===== src/rtl/pc_sequencer.sv =====
// Program counter sequencer for the 9-bit CPU: next-PC selection, circular
// return-address stack and RUN/HALTED control. Every output comes from a register.
module pc_sequencer #(
    parameter int PC_W      = 10,
    parameter int OFF_W     = 9,
    parameter int RAS_DEPTH = 4,
    parameter int RESET_PC  = 0
) (
    input  logic             clk,
    input  logic             rst_n,
    input  logic             en,
    input  logic             halt_i,
    input  logic             resume_i,
    input  logic             br_taken,
    input  logic [OFF_W-1:0] br_off,
    input  logic             jmp,
    input  logic             call,
    input  logic             ret,
    input  logic [PC_W-1:0]  jmp_tgt,
    output logic [PC_W-1:0]  pc,
    output logic             halted,
    output logic             ras_empty,
    output logic             ras_full,
    output logic             ras_err
);
    localparam int PTR_W = $clog2(RAS_DEPTH);
    localparam int CNT_W = $clog2(RAS_DEPTH + 1);
    localparam logic ST_RUN  = 1'b0;
    localparam logic ST_HALT = 1'b1;
    localparam logic [CNT_W-1:0] CNT_MAX = CNT_W'(RAS_DEPTH);

    logic                           state;
    logic [RAS_DEPTH-1:0][PC_W-1:0] ras;
    logic [PTR_W-1:0]               tp;
    logic [PTR_W-1:0]               tp_up;
    logic [PTR_W-1:0]               tp_dn;
    logic [CNT_W-1:0]               cnt;
    logic [PC_W-1:0]                pc_inc;
    logic [PC_W-1:0]                off_ext;
    logic [PC_W-1:0]                pc_nx;
    logic                           push;
    logic                           pop;
    logic                           err_set;
    logic                           adv;

    assign pc_inc  = pc + 1'b1;
    assign off_ext = {{(PC_W-OFF_W){br_off[OFF_W-1]}}, br_off};
    assign tp_up   = tp + 1'b1;
    assign tp_dn   = tp - 1'b1;
    assign adv     = en && (state == ST_RUN);

    // Priority ret > call > jmp > branch > increment; ret on an empty stack
    // degrades to an increment and flags the error.
    always_comb begin
        pc_nx   = pc_inc;
        push    = 1'b0;
        pop     = 1'b0;
        err_set = 1'b0;
        if (ret) begin
            if (cnt == '0) begin
                err_set = 1'b1;
            end else begin
                pop   = 1'b1;
                pc_nx = ras[tp];
            end
        end else if (call) begin
            push    = 1'b1;
            pc_nx   = jmp_tgt;
            err_set = (cnt == CNT_MAX);
        end else if (jmp) begin
            pc_nx = jmp_tgt;
        end else if (br_taken) begin
            pc_nx = pc + off_ext;
        end
    end

    // When full, the slot above top is the oldest entry, so a push overwrites it.
    always_ff @(posedge clk) begin
        if (rst_n && adv && push) begin
            ras[tp_up] <= pc_inc;
        end
    end

    always_ff @(posedge clk) begin
        if (!rst_n) begin
            pc      <= PC_W'(RESET_PC);
            state   <= ST_RUN;
            tp      <= '0;
            cnt     <= '0;
            ras_err <= 1'b0;
        end else if (en) begin
            if (state == ST_RUN) begin
                pc      <= pc_nx;
                ras_err <= ras_err | err_set;
                if (push) begin
                    tp <= tp_up;
                    if (cnt != CNT_MAX) cnt <= cnt + 1'b1;
                end
                if (pop) begin
                    tp  <= tp_dn;
                    cnt <= cnt - 1'b1;
                end
                if (halt_i) state <= ST_HALT;
            end else if (resume_i) begin
                state <= ST_RUN;
            end
        end
    end

    assign halted    = (state == ST_HALT);
    assign ras_empty = (cnt == '0);
    assign ras_full  = (cnt == CNT_MAX);
endmodule


===== config.mk =====
export PLATFORM = sky130hd
export DESIGN_NAME = pc_sequencer
export DESIGN_NICKNAME = d
export VERILOG_FILES = /design/src/rtl/pc_sequencer.sv
export SDC_FILE = /design/constraint.sdc
export NUM_CORES = 1
export LEC_CHECK = 0
export CAP_MARGIN = 15
export CORE_ASPECT_RATIO = 0.5
export CORE_UTILIZATION = 60
export DETAILED_ROUTE_END_ITERATION = 8
export PLACE_DENSITY = 0.87
export SLEW_MARGIN = 5
export SYNTH_ARGS = -nofsm -noshare
export SYNTH_HDL_FRONTEND = slang
export SYNTH_SLANG_ARGS = --single-unit

===== constraint.sdc =====
create_clock -name clk -period 5 [get_ports clk]
set_clock_uncertainty 0.05 [all_clocks]
set_input_delay 0.5 -clock clk [delete_from_list [all_inputs] [get_ports clk]]
set_output_delay 0.5 -clock clk [all_outputs]
set_load 0.01 [all_outputs]

# After elaboration in Yosys (flattened, before gate mapping)
# Cells that the tools add are included.
[totals] ff_bits=57 latchBits=0 ramBits=0 rom_bits=0 input_bits=28 out_inout_bits=14 wordCells=57 mem_count=0
[classes] addsub=6 mul=0 div_mod_pow=0 n_lt_le_gt_ge=3 eq_ne=2 n_shift=0 muxes=25 bitwise_logic=2 n_reduce_logical=10
[ops] op="two-way mux 10 bit" n=7
[ops] op="bitwise mux 40 bit" n=1
[ops] op="binary-select mux 10 bit (select 2 bit)" n=1
[ops] op="demux 10 bit (select 2 bit)" n=1
[ops] op="adder 10 x 1 -> 10 bit, second input constant" n=1
[ops] op="adder 10 bit" n=1
[ops] op="two-way mux 1 bit" n=10
[ops] op="two-way mux 3 bit" n=3
[ops] op="< comparator 2 x 3 -> 1 bit, second input constant" n=2
[ops] op="logical AND 1 bit" n=4
[ops] op="two-way mux 2 bit" n=2
[ops] op="AND reduction 4 bit" n=1
[ops] op="nonzero test 2 bit" n=2
[ops] op="adder 3 x 1 -> 3 bit, second input constant" n=1
[ops] op="equality test 3 bit, second input constant" n=1
[ops] op="zero test 3 bit" n=1
[ops] op="!= test 3 bit, second input constant" n=1
[ops] op="AND reduction 3 bit" n=1
[ops] op="subtractor 3 x 1 -> 3 bit, second input constant" n=1
[ops] op="adder 2 x 1 -> 2 bit, second input constant" n=1
[ops] op="greater-or-equal comparator 2 x 1 -> 1 bit, second input constant" n=1
[ops] op="AND reduction 2 bit" n=1
[ops] op="subtractor 2 x 1 -> 2 bit, second input constant" n=1
[ops] op="NOT 1 bit" n=1
[ops] op="OR 1 bit" n=1

# Logic depth before layout (Yosys ltp)
[logic_depth] ltp_word=6 depth_mapped=7 depth_no_buf=7

# Worst setup path before layout
# OpenSTA, ideal clock, no wires.
[synth_path] kind="input -> register" from="input br_off[0]" to="register pc[8]" setup_ns=0.120 t_arrival_ns=2.195 t_required_ns=4.830 slack_ns=2.635 stages=7 n_path_buf=0 path_cell_list="ha_1 > fa_1 > nand3_1 > a211oi_1 > or3_1 > mux2_4 > a211o_1"
[synth_via] elab_chain_len=5
[synth_lines] element="from (decl)" line="15" rtl="input logic [OFF_W-1:0] br_off,"
[synth_lines] element="adder 10 bit" line="73" rtl="pc_nx = pc + off_ext;"
[synth_lines] element="two-way mux 10 bit" line="72" rtl="end else if (br_taken) begin"
[synth_lines] element="two-way mux 10 bit" line="70" rtl="end else if (jmp) begin"
[synth_lines] element="two-way mux 10 bit" line="66" rtl="end else if (call) begin"
[synth_lines] element="two-way mux 10 bit" line="59" rtl="if (ret) begin"
[synth_lines] element="to (signal assigned)" line="86" rtl="pc <= PC_W'(RESET_PC);"
[synth_lines] element="to (signal assigned)" line="93" rtl="pc <= pc_nx;"
[synth_lines] element="to (decl)" line="20" rtl="output logic [PC_W-1:0] pc,"
# No other way between the ends.
# A chain may end at the register's enable or synchronous reset.

# Worst setup path after layout
[layout_path] from="input rst_n" to="register ras[36] (netlist bit), enable pin"
[layout_via] elab_chain_len=2
[layout_lines] element="from (decl)" line="10" rtl="input logic rst_n,"
[layout_lines] element="logical AND 1 bit (2 in a row)" line="79" rtl="if (rst_n && adv && push) begin"
[layout_lines] element="to (signal, indexed assignment)" line="80" rtl="ras[tp_up] <= pc_inc;"
[layout_lines] element="to (decl)" line="33" rtl="logic [RAS_DEPTH-1:0][PC_W-1:0] ras;"
# No other way between the ends.

==> flow_metrics.tcl <==
set metrics [dict create \
    clkPwrFrac 0.357 \
    p_sw_w 0.000367 \
    wl_per_cell_um 20.7 \
    ys_seq_elements 57 \
    synthCells 304 \
    yosysSeqAreaShare 0.471 \
    drtPass1Iterations 9 \
    crit_type "in -> reg" \
    p_int_w 0.000927 \
    drt-total-wl_mm 8.60 \
    grt_max_degree 26 \
    final_nets 385 \
    cts.sinks 57 \
    num_vias 2744 \
    die-area_um2 5780 \
    rsz0062_at_grt "false" \
    p_seq_frac 0.433 \
    yosysMostFrequentCell "edfxtp_1" \
    synth_nets 348 \
    tns_ps 0 \
    final_cells 416 \
    h-tree-depth 3 \
    required_ps 4910 \
    synthToLayoutAreaGrowth_pct 19.6 \
    period_share 0.566 \
    multiInputGateArea_um2 1610 \
    holdWs_ps 425 \
    synth_top_area_cell "edfxtp_1" \
    power_density_nw_per_um2 330 \
    cts-root-buf "clkbuf_8" \
    combPwrFrac 0.210 \
    viasPerCell 6.60 \
    hold_buffers 0 \
    cts_resized 0 \
    place_congestion 0.875 \
    drt_iter0_markers 420 \
    switching_share 0.284 \
    antenna_found_initial 0 \
    grt_pass1_vias 2478 \
    syn_area_per_cell_um2 10.8 \
    hold_class "reg -> reg" \
    ys.flop_type "edfxtp_1" \
    cts_setup_buffers 0 \
    grt_first_pass_wirelength_mm 12.7 \
    status "finished clean" \
    p_total_w 0.00129 \
    cts_buffer_depth 2 \
    cp_slowest_stage_delay_ps 740 \
    clk_pin_slew_ps 70 \
    place_hpwl_mm 5.96 \
    num_io_pins 42 \
    cp-start-kind "input pin" \
    end_kind "register" \
    critPathMaxFanout 11 \
    cts_tree "built" \
    worstPathArrival_ps 2730 \
    seq_area_um2 1540 \
    synth_warnings 0 \
    synth_edf_count 40 \
    slew_viol_final 0 \
    worstMarginPinSlew_ps 849 \
    synth_top_area_share 0.367 \
    clk_latency_ps 330 \
    r2r_end "pc[8]" \
    max_cap_viol_count 0 \
    ant_nets 0 \
    num-fill-cells 344 \
    synth_area_leaders "edfxtp_1 (37%), dfxtp_1 (10%), mux4_2 (6.9%)" \
    max-slew-margin-rel 0.432 \
    period_minus_slack_ps 2830 \
    num_rows 18 \
    antenna_cells 0 \
    die_h_um 54.2 \
    portBuffers 41 \
    synth_area_um2 3280 \
    yosys-top-cells-count "edfxtp_1 (40), nor2_1 (33), nand2_1 (20)" \
    p_leak_nw 1.40 \
    core-area_um2 5090 \
    ys_types 57 \
    fin_util 0.770 \
    overflow 0 \
    worst_path_dominant_cell_family "simple AND/OR/NAND/NOR gates" \
    grt_usage 0.310 \
    cp_num_cells 4 \
    holdPathEnd "ras_err" \
    dp_cells 400 \
    max_freq_mhz 353 \
    peakVddDrop_mv 0.214 \
    path_cells "clkdlybuf4s50_1 -> inv_1 -> nor3_1 -> and3_1" \
    drcViolationCount 0 \
    critical_path_buf_inv_count 2 \
    r2r-start "pc[0]" \
    holdPathStages 2 \
    setup_viol 0 \
    fp.dieW_um 106 \
    r2r_slack_ps 2570 \
    hold_viol 0 \
    crit_slowest_cell "clkdlybuf4s50_1" \
    cts_buffers 9 \
    min-delay-start "ras_err" \
    layout-drive-gt1-share 0.0925 \
    rr_worst_depth 7 \
    synthArstFlopShare 0 \
    start_util 0.644 \
]
routing by layer:
| metal | vias to the layer above | global-route usage | part of all wire |
|---|---|---|---|
| li1 | 1239 | - | - |
| met1 | 1287 | 0.407 | 0.42 |
| met2 | 180 | 0.502 | 0.44 |
| met3 | 38 | 0.0917 | 0.11 |
| met4 | 0 | 0.116 | 0.030 |
| met5 | - | 0 | 0 |
placed cells by master (no fill, tap or decap), types with 4 or more instances in the layout:
cell / instances
nand2_1: 20
edfxtp_1: 40
a21oi_1: 19
o211ai_1: 8
dfxtp_1: 17
clkbuf_8: 9
clkdlybuf4s50_1: 41
nor2_1: 33
nor3b_1: 4
inv_1: 12
o21ai_0: 10
a311oi_1: 4
ha_1: 14
nand3_1: 12
a211oi_1: 4
xor2_1: 9
nor3_1: 4
o31ai_1: 4
and3_1: 7
xnor2_1: 5
mux4_2: 10
worst max path at each step:
stage,startpoint,slack (ps),end
final,rst_n,2170,ras[36]
after global routing,rst_n,2170,ras[36]
after CTS,rst_n,2360,ras[27]
after detailed placement,rst_n,2040,ras[20]
after global placement,br_off[0],2140,pc[8]
after floorplan,br_off[0],2640,pc[8]
worst register-to-register path, delay by kind of cell (launching register included):
family / cells / cell delay (ps)
compound gates: 2 / 350
flops: 1 / 420
mux: 1 / 300
fa+ha+maj: 2 / 670
simple gates: 2 / 530
cells by family (layout without fill, tap and decap cells):
group,after synthesis,in the layout,synth area share
buf+inv,29,71,0.0370
flops,57,57,0.471
simple gates,99,99,0.148
compound gates,77,77,0.165
mux,12,12,0.0764
fa+ha+maj,16,16,0.0657
xor+xnor,14,14,0.0374
flip-flops by register name, indices dropped and copies added (netlist names):
register / count
ras: 40
tp: 2
cnt: 3
ras_err: 1
pc: 10
halted: 1
through the flow:
| step | cell area (um^2) | setup slack [ps] |
|---|---|---|
| 5_1_grt | 3920 | 2170 |
| 3_3_place_gp | 3710 | 2140 |
| 4_1_cts | 3920 | 2360 |
| 6_report | 3920 | 2170 |
| 2_1_floorplan | 3280 | 2640 |
| 3_5_place_dp | 3710 | 2040 |
cell type report:
class,count,area share
clock buffer,10,0.0326
clock inverter,6,0.0211
inverter,13,0.0125
multi-input combinational,218,0.412
sequential,57,0.393
tap,70,0.0223
timing repair buffer,42,0.107
power by group through the flow:
stage                     combinational (W)  sequential, W  clock, W
after floorplan                    0.000172       0.000559         0
after global placement             0.000249       0.000568         0
after detailed placement           0.000258       0.000569         0
after CTS                          0.000265       0.000559  0.000461
after global routing               0.000290       0.000563  0.000480
final                              0.000272       0.000560  0.000462
Power figures use the tool's default switching activity.
